<file path="src/rtl/cvsd_decoder.sv">
// cvsd_decoder: CVSD bitstream to 8-bit waveform with syllabic step adaptation, IIR smoothing and overload flag
module cvsd_decoder #(
  parameter int RUN_LEN    = 3,
  parameter int STEP_MIN   = 1,
  parameter int STEP_MAX   = 32,
  parameter int STEP_INC   = 2,
  parameter int FILT_SHIFT = 2
) (
  input  logic       clk_10k,
  input  logic       rst_n,
  input  logic       en,
  input  logic       bit_in,
  output logic [7:0] xr,
  output logic [7:0] xf,
  output logic [7:0] step,
  output logic       out_valid,
  output logic       flag
);
  localparam int HW = RUN_LEN - 1;
  localparam int CW = $clog2(RUN_LEN);
  logic [HW-1:0] hist;
  logic [CW-1:0] cnt;
  logic v, coin;
  logic [8:0] s_inc, x_up;
  logic signed [8:0] x_dn, d;
  logic signed [9:0] f_sum;
  logic [7:0] step_next, xr_next, xf_next;
  always_comb begin
    coin = (cnt == CW'(HW)) && (bit_in ? &hist : ~|hist);
    s_inc = {1'b0, step} + 9'(STEP_INC);
    step_next = coin ? (s_inc > 9'(STEP_MAX) ? 8'(STEP_MAX) : s_inc[7:0])
                     : (step > 8'(STEP_MIN) ? step - 8'd1 : 8'(STEP_MIN));
    x_up = {1'b0, xr} + {1'b0, step_next};
    x_dn = $signed({1'b0, xr}) - $signed({1'b0, step_next});
    xr_next = bit_in ? (x_up[8] ? 8'hff : x_up[7:0]) : (x_dn < 0 ? 8'h00 : x_dn[7:0]);
    d = $signed({1'b0, xr}) - $signed({1'b0, xf});
    f_sum = $signed({2'b00, xf}) + $signed({d[8], d >>> FILT_SHIFT});
    xf_next = f_sum < 0 ? 8'h00 : (f_sum > 10'sd255 ? 8'hff : f_sum[7:0]);
  end
  always_ff @(posedge clk_10k)
    if (!rst_n) begin
      xr <= 8'd128;
      xf <= 8'd128;
      step <= 8'(STEP_MIN);
      hist <= '0;
      cnt <= '0;
      v <= 1'b0;
      out_valid <= 1'b0;
      flag <= 1'b0;
    end else begin
      v <= en;
      out_valid <= v;
      if (v) xf <= xf_next;
      if (en) begin
        step <= step_next;
        xr <= xr_next;
        flag <= step_next == 8'(STEP_MAX);
        hist <= HW'({hist, bit_in});
        cnt <= cnt == CW'(HW) ? cnt : cnt + CW'(1);
      end
    end
endmodule

</file>
<file path="config.mk">
export PLATFORM = sky130hd
export DESIGN_NAME = cvsd_decoder
export DESIGN_NICKNAME = d
export VERILOG_FILES = /design/src/rtl/cvsd_decoder.sv
export SDC_FILE = /design/constraint.sdc
export NUM_CORES = 1
export LEC_CHECK = 0
export ABC_AREA = 1
export CAP_MARGIN = 10
export CELL_PAD_IN_SITES_DETAIL_PLACEMENT = 1
export CELL_PAD_IN_SITES_GLOBAL_PLACEMENT = 1
export CORE_ASPECT_RATIO = 0.75
export CORE_UTILIZATION = 42
export DETAILED_ROUTE_END_ITERATION = 16
export PLACE_DENSITY_LB_ADDON = 0.1
export SYNTH_ARGS = -nofsm -noshare
export SYNTH_HDL_FRONTEND = slang
export SYNTH_SLANG_ARGS = --single-unit
</file>
<file path="constraint.sdc">
create_clock -name clk_10k -period 3.7 [get_ports clk_10k]
set_input_delay 0.925 -clock clk_10k [delete_from_list [all_inputs] [get_ports clk_10k]]
set_output_delay 0.925 -clock clk_10k [all_outputs]
set_load 0.005 [all_outputs]
</file>
==> key figures, run 1 <==
Run status
  – Status: complete, no violations

Drt
  – Residual DRC: 0
  – Iteration-0 DRC Markers: roughly 190
  – Post-Route WL: around 11 mm
  – Wire length per cell: ~17 um
  – Count of TritonRoute iterations in the first routing pass: 5
  – Total via count in the routed design: 3,429
  – Post-DR vias/cell: around 5.3
  – Number of nets with antenna violations after routing: 0

Die
  – Width of the chip: between 100 and 150 um
  – Initial core utilization: 0.4328
  – I/O pins: 30
  – Die height: 77.28 um
  – Core Box Area: around 7300 sq um
  – Area of the die: between 7000 and 8000 sq um
  – Std-Cell Rows: 27

GRT
  – M1 GR Usage: 0.4515
  – Global-route wire length before repair: ~18 mm
  – GRT busiest layer: met1
  – GR Util All Layers: 0.2981
  – Antenna violations before repair: 0
  – Pin count of the biggest net entering global routing: 24
  – Via count of the first global-routing pass: roughly 3.5k
  – Global routing usage on met2: 0.4436
  – Global-route congestion overflow total: 0
  – GR met3 Demand/Resource: 0.03920

Clock network
  – Clock tree from TritonCTS: done
  – Clk Tree Root Cell: clkbuf_8
  – Total CTS buffers: 5
  – Later-pin clock latency in the skew report: roughly 0.30 ns
  – Max clock buf depth: 2
  – Clock-pin transition on the worst setup and hold timing paths: roughly 0.080 ns
  – Number of clock sinks: 31
  – Number of H-tree branching levels: 2

STA
  – Number of hold-slack violations in the final timing report: 0
  – Final total negative setup slack: 0 ns
  – Worst slack on hold paths: about 0.45 ns
  – Slew Limit Fails: 0
  – Final number of setup-violating endpoints: 0
  – Slew @ Worst Pin: just over 0.8 ns
  – Slew margin rel.: 0.4622
  – Min setup slack post-route: ~0.2 ns
  – Period utilization: 0.9473
  – Final period demand of the worst path: roughly 3.5 ns
  – Setup repair after global routing missed its margin: yes
  – Layout Skew: between 0.007 and 0.008 ns
  – Maximum clock frequency: 285.3 MHz

Hold path
  – Worst Hold Path Cells: 2
  – Worst min-delay path startpoint: v
  – Worst min path class: reg2reg
  – Worst Hold Endpoint: out_valid

Worst setup path
  – Critical register-to-register path endpoint: xr[0]
  – Worst setup path category: in2reg
  – Highest fanout seen on the critical path: 7
  – Data required time at the worst endpoint: about 3.9 ns
  – Worst Setup End Kind: flip-flop
  – Worst R2R Start: step[1]
  – Slack of the worst reg-to-reg path: ~0.30 ns
  – Critical path data arrival time: between 3 and 4 ns
  – Cell depth of the worst flop-to-flop path: 17
  – Setup crit start kind: input pin

Yosys
  – Dominant register cell in the synthesized netlist: dfxtp_1
  – Post-synthesis area per instance: around 6.5 sq um
  – Synthesized area: roughly 3200 sq um
  – Proportion of synthesized chip area in sequential cells: 0.1956
  – Count of flip-flops with a built-in enable after synthesis: 0
  – YS warnings: 0
  – FFs w/ async S/R, synth: 0
  – Number of instances in the synthesized netlist: between 400 and 500
  – Number of flip-flops and latches in the synthesized netlist: 31
  – Synthesized Nets: about 530
  – Yosys cell types: 38

Cells and area
  – Sequential cell area: approximately 620 sq um
  – Cell Count, Final, Fillers Out: roughly 650
  – Cell area after layout: between 3000 and 4000 sq um
  – Fraction of final layout cells with drive strength greater than 1: 0.1563
  – Number of antenna repair diodes: 0
  – Layout area overhead: 23.86%
  – Filler cell count: ~1.0k
  – Total area of multi-input combinational cells: 2268 sq um
  – Final layout net count: roughly 590

Power and ir drop
  – Combinational share of power: 0.742
  – Switching component of the power: ~1700 uW
  – Internal Dissipation: 1761 uW
  – Part of the total power dissipated in the clock network: 0.108
  – Max rail drop VDD: 0.3540 mV
  – Proportion of power drawn by flip-flops and latches: 0.150
  – Leakage power total: just under 0.002 uW
  – PwrDens: between 800 and 900 nW/um^2
  – Switching share of power: 0.4967

Placed design
  – Area after DPL: about 3800 sq um
  – Final RePlAce weighted congestion: 0.9314
  – Count of buffers inserted at the top-level ports: 29
  – Detailed-placement wirelength estimate: between 8 and 9 mm
  – Pre-CTS setup slack: -0.2261 ns
  – Number of placed instances with taps included: approximately 640

Job
  – Count of max-cap constraint violations: 0
==> synthesized netlist by cell type (all sizes together) (3+ instances only) <==
library cell    n  area share
dfxtp          31        0.20
fa              3       0.019
a21oi          40       0.064
nor2           37       0.058
ha             38        0.15
inv            68       0.080
nand4          10       0.020
xnor2           9       0.025
o21ai          34       0.057
clkbuf          5      0.0059
buf             7       0.015
nand3b          3      0.0071
xor2           12       0.033
nand3          33       0.054
nand2         140        0.17
==> state kept, by name (all words and copies together) (netlist names) <==
name,cells
step,8
xf,8
xr,8
cnt,2
hist,2
flag,1
out_valid,1
v,1
==> metal layers <==
layer / wire, um / vias to the layer above
met3: 664 / 10
met5: 0 / -
met1: 5559 / 1646
li1: - / 1684
met4: 87 / 0
met2: 4422 / 89
==> through the flow <==
step / power (uW) / utilization
2_1_floorplan: 2276 / -
3_3_place_gp: 2955 / 0.5124
3_5_place_dp: 3044 / 0.5124
4_1_cts: 3443 / 0.5284
5_1_grt: 3878 / 0.5361
6_report: 3498 / 0.5361
==> logic make-up (layout without fill, tap and decap cells) <==
family          Yosys count  in the layout  share of synthesized area
flops                    31             31                     0.1956
fa+ha+maj                41             41                     0.1688
xor+xnor                 21             21                    0.05797
buf+inv                  82            139                     0.1041
simple gates            227            227                     0.3186
compound gates           85             85                     0.1550
==> worst max-delay path by stage <==
stage                       from     to  slack [ns]  cells past startpoint
after detailed placement  bit_in  xr[7]       -0.23                     19
final                     bit_in  xr[1]        0.20                     20
after global routing      bit_in  xr[4]       -0.02                     17
after CTS                 bit_in  xr[7]        0.06                     19
after global placement    bit_in  xr[6]        -0.1                     20
after floorplan           bit_in  xr[1]        0.67                     14
==> worst max-delay path, cell delays in order <==
cell	delay, ns
clkdlybuf4s50_1	0.51
nand2_1	0.07
nand2_1	0.09
nand2_2	0.07
nor2_4	0.15
buf_4	0.17
inv_1	0.05
o21ai_0	0.09
nand2_1	0.11
inv_1	0.09
ha_1	0.25
buf_4	0.17
nand3_1	0.10
nand3_2	0.10
nand4_1	0.15
o211ai_4	0.15
o21ai_0	0.19
o21ai_0	0.10
nand2_1	0.07
o21ai_0	0.07
==> power by group through the flow <==
stage	Combinational, uW	Clock [uW]	Sequential, uW
after CTS	2540	380	522
after floorplan	1780	0	495
after global placement	2430	0	527
after detailed placement	2510	0	531
after global routing	2950	396	537
final	2600	377	525
==> cells in the final DEF, fill, tap and decap left out, drive strengths merged, types with 6 or more instances in the layout <==
master	synthesis	routed
dfxtp	31	31
clkdlybuf4s50	0	29
nor2	37	37
nand4	10	10
nand2	140	140
xor2	12	12
inv	68	68
ha	38	38
xnor2	9	9
o21ai	34	34
buf	7	32
nand3	33	33
a21oi	40	40
clkbuf	5	6
==> cell type report <==
cell class	count	area share
sequential	31	0.1585
inverter	70	0.06718
clock inverter	2	0.008914
timing repair buffer	61	0.1350
clock buffer	6	0.02101
multi-input combinational	374	0.5772
tap	101	0.03216
==> timing repair <==
action,in CTS,in global routing
setup endpoints to repair,0,16
hold buffers,0,0
resized for setup,0,17
setup buffers,0,1
Power figures use the tool's default switching activity.
==> run 2, diff against run 1 <==
TNS_END_PERCENT = 1   (was unset)
==> run 2 against run 1 <==
Net effect: sequential share of layout area hardly changed; sequential cell count stayed put; global-route usage stayed put; first-iteration DRC count is 10% higher; clock skew is 0.00078 ns lower; die area stayed put; critical endpoint is now xr[2]; largest cell class unchanged; largest power group unchanged; highest routed layer unchanged.
==> key figures, run 2 (same netlist as run 1, synthesis figures left out) <==
Cells and area
  – Top library cells by usage in the layout, fill and taps aside: nand2_1, inv_1, a21oi_1, ha_1, buf_4 (was nand2_1, inv_1, a21oi_1)
  – Util after Layout: 0.5351 (was 0.5361)
  – Leading cell type in the layout, fill and taps excluded: nand2_1 (unchanged)
  – Fraction of final layout cells with drive strength greater than 1: 0.1526 (was 0.1563)
  – Layout area overhead: 23.62% (was 23.86%)
  – Cell Count, Final, Fillers Out: 645 (unchanged)
  – Number of antenna repair diodes: 0 (unchanged)
  – Final layout net count: 588 (unchanged)
  – Largest registers: step x8, xf x8, xr x8 (unchanged)

Power and ir drop
  – Max rail drop VDD: 0.3530 mV (was 0.3540 mV)
  – PwrDens: 890.3 nW/um^2 (was 890.1 nW/um^2)
  – Leakage power total: 0.001931 uW (was 0.001936 uW)

Drt
  – Post-DR vias/cell: 5.313 (was 5.316)
  – Count of TritonRoute iterations in the first routing pass: 5 (unchanged)
  – Number of nets with antenna violations after routing: 0 (unchanged)
  – Iteration-0 DRC Markers: 212 (was 192)
  – Total via count in the routed design: 3,427 (was 3,429)
  – Wire length per cell: 16.57 um (was 16.64 um)
  – Residual DRC: 0 (unchanged)
  – Post-Route WL: 10.69 mm (was 10.73 mm)

Worst setup path
  – Setup crit start kind: input pin (unchanged)
  – Highest fanout seen on the critical path: 7 (unchanged)
  – Worst setup path category: in2reg (unchanged)
  – Cell depth of the worst flop-to-flop path: 17 (unchanged)
  – Critical path data arrival time: 3.73 ns (was 3.69 ns)
  – Worst Setup End Kind: flip-flop (unchanged)
  – Data required time at the worst endpoint: 3.88 ns (about the same)

Hold path
  – Worst min path class: reg2reg (unchanged)
  – Worst Hold Path Cells: 2 (unchanged)

Clock network
  – Max clock buf depth: 2 (unchanged)
  – Number of H-tree branching levels: 2 (unchanged)
  – Later-pin clock latency in the skew report: 0.30 ns (about the same)
  – Number of clock sinks: 31 (unchanged)
  – Clk Tree Root Cell: clkbuf_8 (unchanged)
  – Clock-pin transition on the worst setup and hold timing paths: 0.08 ns (about the same)
  – Clock tree from TritonCTS: done (unchanged)
  – Total CTS buffers: 5 (unchanged)

Die
  – Initial core utilization: 0.4328 (unchanged)
  – Std-Cell Rows: 27 (unchanged)
  – Die height: 77.28 um (unchanged)
  – Core Box Area: 7331 sq um (unchanged)
  – Area of the die: 7910 sq um (unchanged)
  – I/O pins: 30 (unchanged)
  – Width of the chip: 102.4 um (unchanged)

GRT
  – Via count of the first global-routing pass: 3,469 (unchanged)
  – Antenna violations before repair: 0 (unchanged)
  – GR Util All Layers: 0.2981 (unchanged)
  – Global-route congestion overflow total: 0 (unchanged)
  – Global-route wire length before repair: 18.04 mm (unchanged)
  – Pin count of the biggest net entering global routing: 24 (unchanged)

Placed design
  – Detailed-placement wirelength estimate: 8.545 mm (unchanged)
  – Count of buffers inserted at the top-level ports: 29 (unchanged)
  – Number of placed instances with taps included: 636 (unchanged)
  – Final RePlAce weighted congestion: 0.9314 (unchanged)

STA
  – Final period demand of the worst path: 3.552 ns (was 3.505 ns)
  – Layout Skew: 0.007168 ns (was 0.007944 ns)
  – Slew Limit Fails: 0 (unchanged)
  – Setup repair after global routing missed its margin: yes (unchanged)
  – Number of hold-slack violations in the final timing report: 0 (unchanged)
  – Period utilization: 0.9600 (was 0.9473)
  – Maximum clock frequency: 281.5 MHz (was 285.3 MHz)
  – Slew @ Worst Pin: 0.8012 ns (was 0.8058 ns)
  – Final number of setup-violating endpoints: 0 (unchanged)
  – Slew margin rel.: 0.4653 (was 0.4622)

Job
  – Count of max-cap constraint violations: 0 (unchanged)

Run status
  – Status: complete, no violations (unchanged)
[run 2: critical path, cell delays in order]
cell and delay (ns):
clkdlybuf4s50_1 0.51, nand2_1 0.07, nand2_1 0.09, nand2_2 0.07, nor2_4 0.15, buf_4 0.17, inv_1 0.05, o21ai_0 0.09
nand2_1 0.11, inv_1 0.09, ha_1 0.25, buf_4 0.17, nand3_1 0.08, nand3_1 0.13, nand4_1 0.15, o211ai_4 0.15
o21ai_0 0.23, nand2_1 0.07, nand2_1 0.07, o21ai_0 0.09
[run 2: metrics by stage]
stage / instance area, sq um / power [uW] / setup slack (ns) / hold WS (ns) / TNS [ns]
floorplan: 3173 / 2276 / 0.6653 / 0.4202 / 0
global placement: 3756 / 2955 / -0.09754 / 0.4503 / -0.4337
detailed placement: 3756 / 3044 / -0.2261 / 0.4521 / -1.415
CTS: 3874 / 3443 / 0.05563 / 0.4635 / 0
global route: 3923 / 3875 / -0.05993 / 0.4977 / -0.2499
finish: 3923 / 3492 / 0.1480 / 0.4544 / 0
[run 2: area by class of cell]
type	instances	area, sq um
clock buffers	6	82.58
clock inverters	2	35.03
fillers	1023	3408
inverters	70	264.0
multi-input cells	374	2261
flip-flops and latches	31	623.1
well taps	101	126.4
repair buffers	61	530.5
[run 2: worst paths after layout]
| kind | from | endpoint | slack (ns) |
|---|---|---|---|
| max reg2reg | step[1] | xr[0] | 0.23 |
| max | bit_in | xr[2] | 0.15 |
| min | v | out_valid | 0.45 |
| min reg2reg | v | out_valid | 0.45 |
[run 2: power breakdown]
group          total (uW)  switching (uW)  internal [uW]
Combinational        2590            1460           1130
Clock                 378             159            218
Sequential            524             117            406
Total                3490            1730           1760
[run 2: per-layer routing]
metal / share of wire / GRT usage
met3: 0.057 / 0.03920
met1: 0.52 / 0.4515
met5: 0 / 0
met2: 0.41 / 0.4436
met4: 0.0068 / 0.05714
[run 2: what timing repair did]
item	4_1_cts	5_1_grt
setup buffers	0	1
gates resized for setup	0	13
endpoints found under the setup margin	0	16
hold buffers	0	0
==> edit 1 (config.mk and constraints of run 1) <==
Reset style: asynchronous (`rst_n`), changed in one clocked block.
--- a/src/rtl/cvsd_decoder.sv
+++ b/src/rtl/cvsd_decoder.sv
@@ -39,3 +39,3 @@
   end
-  always_ff @(posedge clk_10k)
+  always_ff @(posedge clk_10k or negedge rst_n)
     if (!rst_n) begin
Behaviour: differs if rst_n is asserted again (counterexample within 4 cycles, from zero or initial values and one cycle with rst_n low); with rst_n held inactive, the same outputs for 10 cycles.
==> edit 1 against run 1 <==
- synthesized area increased by 3.0%
- first-iteration DRC count decreased by 20%
- core utilization increased by 0.14 points
- setup slack improved by 0.12 ns
- wire length decreased by 3.2%
- clock skew about the same
- sequential cell count unchanged
- worst hold slack got worse by 0.049 ns
- highest routed layer unchanged
- cell area increased by 1.7%
Power is left out: the tool's default activity adds up to more than one toggle a clock period on the data nets, which glitch-free logic cannot reach.
==> edit 1: results (changes against run 1) <==
| Metric | Value |
|---|---|
| Signal buf overhead | `13.7% (was 13.5%)` |
| Metal3 WL | `384 um (was 664 um)` |
| Synth top area cells | `dfrtp_1 21%, nand2_1 17%, ha_1 15% (was dfxtp_1 20%, nand2_1 16%, ha_1 15%)` |
| Worst skew pair latency | `0.29 ns` |
| Top Family by Delay on Critical Path | `simple AND/OR/NAND/NOR gates (was buffers and inverters)` |
| Dpl ws | `-0.192 ns (was -0.226 ns)` |
| Vias | `3383 (was 3429)` |
| All-layer global routing usage | `27.4% (was 29.8%)` |
| M1 WL | `5350 um (was 5560 um)` |
| Multi-input gates | `371 (was 374)` |
| Post-synthesis adder-cell area fraction | `16.4% (was 16.9%)` |
| Multi-input gate share of total cell area | `54.1% (was 57.7%)` |
| Cells after DPL | `643 (was 636)` |
| Crit-path max cell delay | `0.51 ns (about the same)` |
| Met2 GRT Util | `44.4% (about the same)` |
| Outcome | `completed (unchanged)` |
| Layout clock buffers | `7 (was 6)` |
| First-pass GRT wire length | `17500 um (was 18000 um)` |
| Synth Area in XOR/XNOR | `5.36% (was 5.80%)` |
| Mapped Cells | `486 (was 487)` |
| Placed cell area | `3890 um2 (was 3760 um2)` |
| First-pass detailed-route iteration total | `4 (was 5)` |
| Post-DP HPWL | `8490 um (was 8540 um)` |
| Fin util | `53.8% (was 53.6%)` |
| Seq/total area | `19.5% (was 15.9%)` |
| Met3 Usage GRT | `3.49% (was 3.92%)` |
| Asr flop ratio synth | `100% (was 0%)` |
| Number of global-route vias before repair | `3487 (was 3469)` |
| Clock network area share | `2.29% (was 2.99%)` |
| Routed wire length on met2 | `4550 um (was 4420 um)` |
| Non-clock inverter total of the final layout | `77 (was 70)` |
| Mapped Area | `3270 um2 (was 3170 um2)` |
| Number of DRC markers in iteration 0 | `153 (was 192)` |
| Layout cells sized above 1 | `13.6% (was 15.6%)` |
| Syn Nets | `531 (was 532)` |
| Crit path arrival time | `3.56 ns (was 3.69 ns)` |
| Fill cells | `1039 (was 1023)` |
| Final Wtd Congestion | `0.922 (was 0.931)` |
| Unique masters post-synth | `38 (unchanged)` |
| Layout Cells excl Fill | `651 (was 645)` |
| Worst-margin pin slew | `0.538 ns (was 0.806 ns)` |
| Repair and plain buffers | `63 (was 61)` |
| Synth Area in Compound Gates | `11.3% (was 15.5%)` |
| Post-synthesis sequential area ratio | `23.9% (was 19.6%)` |
| Most frequent cells after synthesis | `144 x nand2_1, 74 x inv_1, 41 x nor2_1 (was 132 x nand2_1, 64 x inv_1, 39 x a21oi_1)` |
| Met1 usage | `39.2% (was 45.1%)` |
| Clock Skew | `0.00768 ns (was 0.00794 ns)` |
| Nets | `594 (was 588)` |
| Top Registers | `step (8), xf (8), xr (8) (unchanged)` |
| Largest net degree at the start of global routing | `32 (was 24)` |
| Final WL | `10400 um (was 10700 um)` |
| Crit-path slowest cell | `dfrtp_1 (was clkdlybuf4s50_1)` |
| CTS buffer count | `5 (unchanged)` |
[edit 1: changes by cell type in the layout (fill, tap and decap cells not counted), sizes merged, moves of 3 or more]
cell / delta
nand2: +14
dfrtp: +28
nor2: +11
dfstp: +3
o21ai: -5
inv: +8
dfxtp: -31
a21oi: -18
[edit 1: final timing paths]
path / startpoint / to / slack (ns) / cells past startpoint
worst max register to register: step[1]$_DFFE_PN0P_ / xr[6]$_DFFE_PN0P_ / 0.32 / 23
max in group asynchronous: rst_n / xf[7]$_DFFE_PN1P_ / 2.31 / 2
min in group asynchronous: rst_n / step[4]$_DFFE_PN0P_ / 1.03 / 2
worst min register to register: v$_DFF_PN0_ / out_valid$_DFF_PN0_ / 0.41 / 0
worst min-delay path: v$_DFF_PN0_ / out_valid$_DFF_PN0_ / 0.41 / 0
worst max-delay path: step[1]$_DFFE_PN0P_ / xr[6]$_DFFE_PN0P_ / 0.32 / 23
==> edit 2 (config.mk and constraints of run 1) <==
Without the edit above. `RUN_LEN`: 3 -> 6.
--- a/src/rtl/cvsd_decoder.sv
+++ b/src/rtl/cvsd_decoder.sv
@@ -2,3 +2,3 @@
 module cvsd_decoder #(
-  parameter int RUN_LEN    = 3,
+  parameter int RUN_LEN    = 6,
   parameter int STEP_MIN   = 1,
Behaviour: not the same (Yosys sat finds a counterexample within 4 cycles, from zero or initial values and one cycle with rst_n low).
==> edit 2 against run 1 <==
- maximum frequency shrank 1.7%
- wire length grew 4.8%
- worst hold slack lost 0.0040 ns
- count of clock-buffer cells in the layout shrank 1
- sequential share of layout area grew 1.1 points
- power shrank 15%
- register-to-register slack gained 0.13 ns
- synthesized area grew 3.5%
- sequential cell count grew 4
- cell area grew 5.1%
- setup slack lost 0.062 ns
- global-route usage shrank 1.5 points
- critical endpoint is now xr[7]$_SDFFE_PN1P_
- largest cell class unchanged
- largest power group unchanged
==> edit 2: results (changes against run 1) <==
| Metric | Value |
|---|---|
| Crit path arrival time | `3.77 ns (was 3.69 ns)` |
| Clock-pin transition on the worst setup and hold timing paths | `0.09 ns` |
| Worst skew pair latency | `0.30 ns (about the same)` |
| End of the critical path | `xr[7]$_SDFFE_PN1P_ (was xr[1]$_SDFFE_PN0P_)` |
| Hold WS | `0.450 ns (was 0.454 ns)` |
| CP Max Fanout | `8 (was 7)` |
| Flop2flop setup slack | `0.43 ns (was 0.30 ns)` |
| Lkg Pwr | `2.13 nW (was 1.94 nW)` |
| Reg-to-reg startpoint | `step[0]$_SDFFE_PN1P_ (was step[1]$_SDFFE_PN0P_)` |
| Switching share of power | `48.7% (was 49.7%)` |
| Synth top area cells | `dfxtp_1 21%, ha_1 15%, nand2_1 14% (was dfxtp_1 20%, nand2_1 16%, ha_1 15%)` |
| Peak VDD IR | `435 uV (was 354 uV)` |
| Final Wtd Congestion | `0.895 (was 0.931)` |
| Sequential Power | `0.000538 W (was 0.000525 W)` |
| Unique masters post-synth | `34 (was 38)` |
| Reg-to-reg endpoint | `xr[2]$_SDFFE_PN0P_ (was xr[0]$_SDFFE_PN0P_)` |
| Layout cells sized above 1 | `14.4% (was 15.6%)` |
| Most frequent cells after synthesis | `120 x nand2_1, 79 x inv_1, 53 x nor2_1 (was 132 x nand2_1, 64 x inv_1, 39 x a21oi_1)` |
| Cells after DPL | `669 (was 636)` |
| First-pass GRT wire length | `18500 um (was 18000 um)` |
| Outcome | `completed (unchanged)` |
| Placed cell area | `3930 um2 (was 3760 um2)` |
| Via/cell ratio | `5.35 (was 5.32)` |
| Final worst setup slack | `0.133 ns (was 0.195 ns)` |
| Largest net degree at the start of global routing | `21 (was 24)` |
| All-layer global routing usage | `28.3% (was 29.8%)` |
| Wirelength per Cell | `16.6 um (about the same)` |
| Relative max-transition margin | `45.5% (was 46.2%)` |
| Total power | `0.00296 W (was 0.00350 W)` |
| Clock Skew | `0.0168 ns (was 0.00794 ns)` |
| Multi-input logic area | `2270 um2 (about the same)` |
| Post-synthesis sequential area ratio | `21.3% (was 19.6%)` |
| Nets | `623 (was 588)` |
| Fill cells | `1045 (was 1023)` |
| Worst R2R Path Depth | `20 (was 17)` |
| Clock-net power | `0.000364 W (was 0.000377 W)` |
| First-pass detailed-route iteration total | `4 (was 5)` |
| Number of global-route vias before repair | `3663 (was 3469)` |
## edit 2: cell count changes in the layout (fill, tap and decap cells not counted), moves of 4 or more
cell,change
nor2_1,+26
a21oi_1,-4
o21bai_1,+6
dfxtp_1,+6
nand2_2,-5
inv_1,+13
nand2_1,-12
nor2_4,-4
buf_4,+7
nand3_1,+4
## edit 2: per-layer routing
layer / wire [um] / track usage [%] / vias to the layer above
met1: 5650 / 39.2 / 1774
met3: 425 / 4.73 / 16
met2: 5080 / 46.5 / 73
met4: 99 / 5.14 / 0
met5: 0 / 0 / -
li1: - / - / 1772
## edit 2: area by class of cell
type                            instances  share of cell area, %
Multi-Input combinational cell        381                   54.9
Sequential cell                        35                   17.0
Timing Repair Buffer                   69                   14.6
Inverter                               85                   7.78
Tap cell                              101                   3.06
Clock buffer                            5                   1.67
Clock inverter                          3                   1.06
## edit 2: what timing repair did
action,CTS,global route
setup buffers,0,2
gates resized for setup,0,21
endpoints found under the setup margin,0,8
## edit 2: logic make-up after synthesis
kind of cell / Yosys count / share of synthesized area, %
buf+inv: 96 / 11.7
flops: 35 / 21.3
simple gates: 229 / 29.3
xor+xnor: 15 / 4.00
compound gates: 95 / 17.0
fa+ha+maj: 42 / 16.7
## edit 2: critical path: stages
cell	delay [ns]
clkdlybuf4s50_1	0.51
nand2_1	0.07
nor2_1	0.10
nand2_1	0.07
nand2_2	0.10
nand2_4	0.07
buf_12	0.14
buf_4	0.15
nand4_1	0.10
nand2_1	0.16
ha_1	0.40
buf_4	0.17
o21ai_0	0.09
a221oi_1	0.31
nand3_1	0.13
nand3_1	0.11
nand2_1	0.06
nand2_1	0.06
nand2_1	0.05
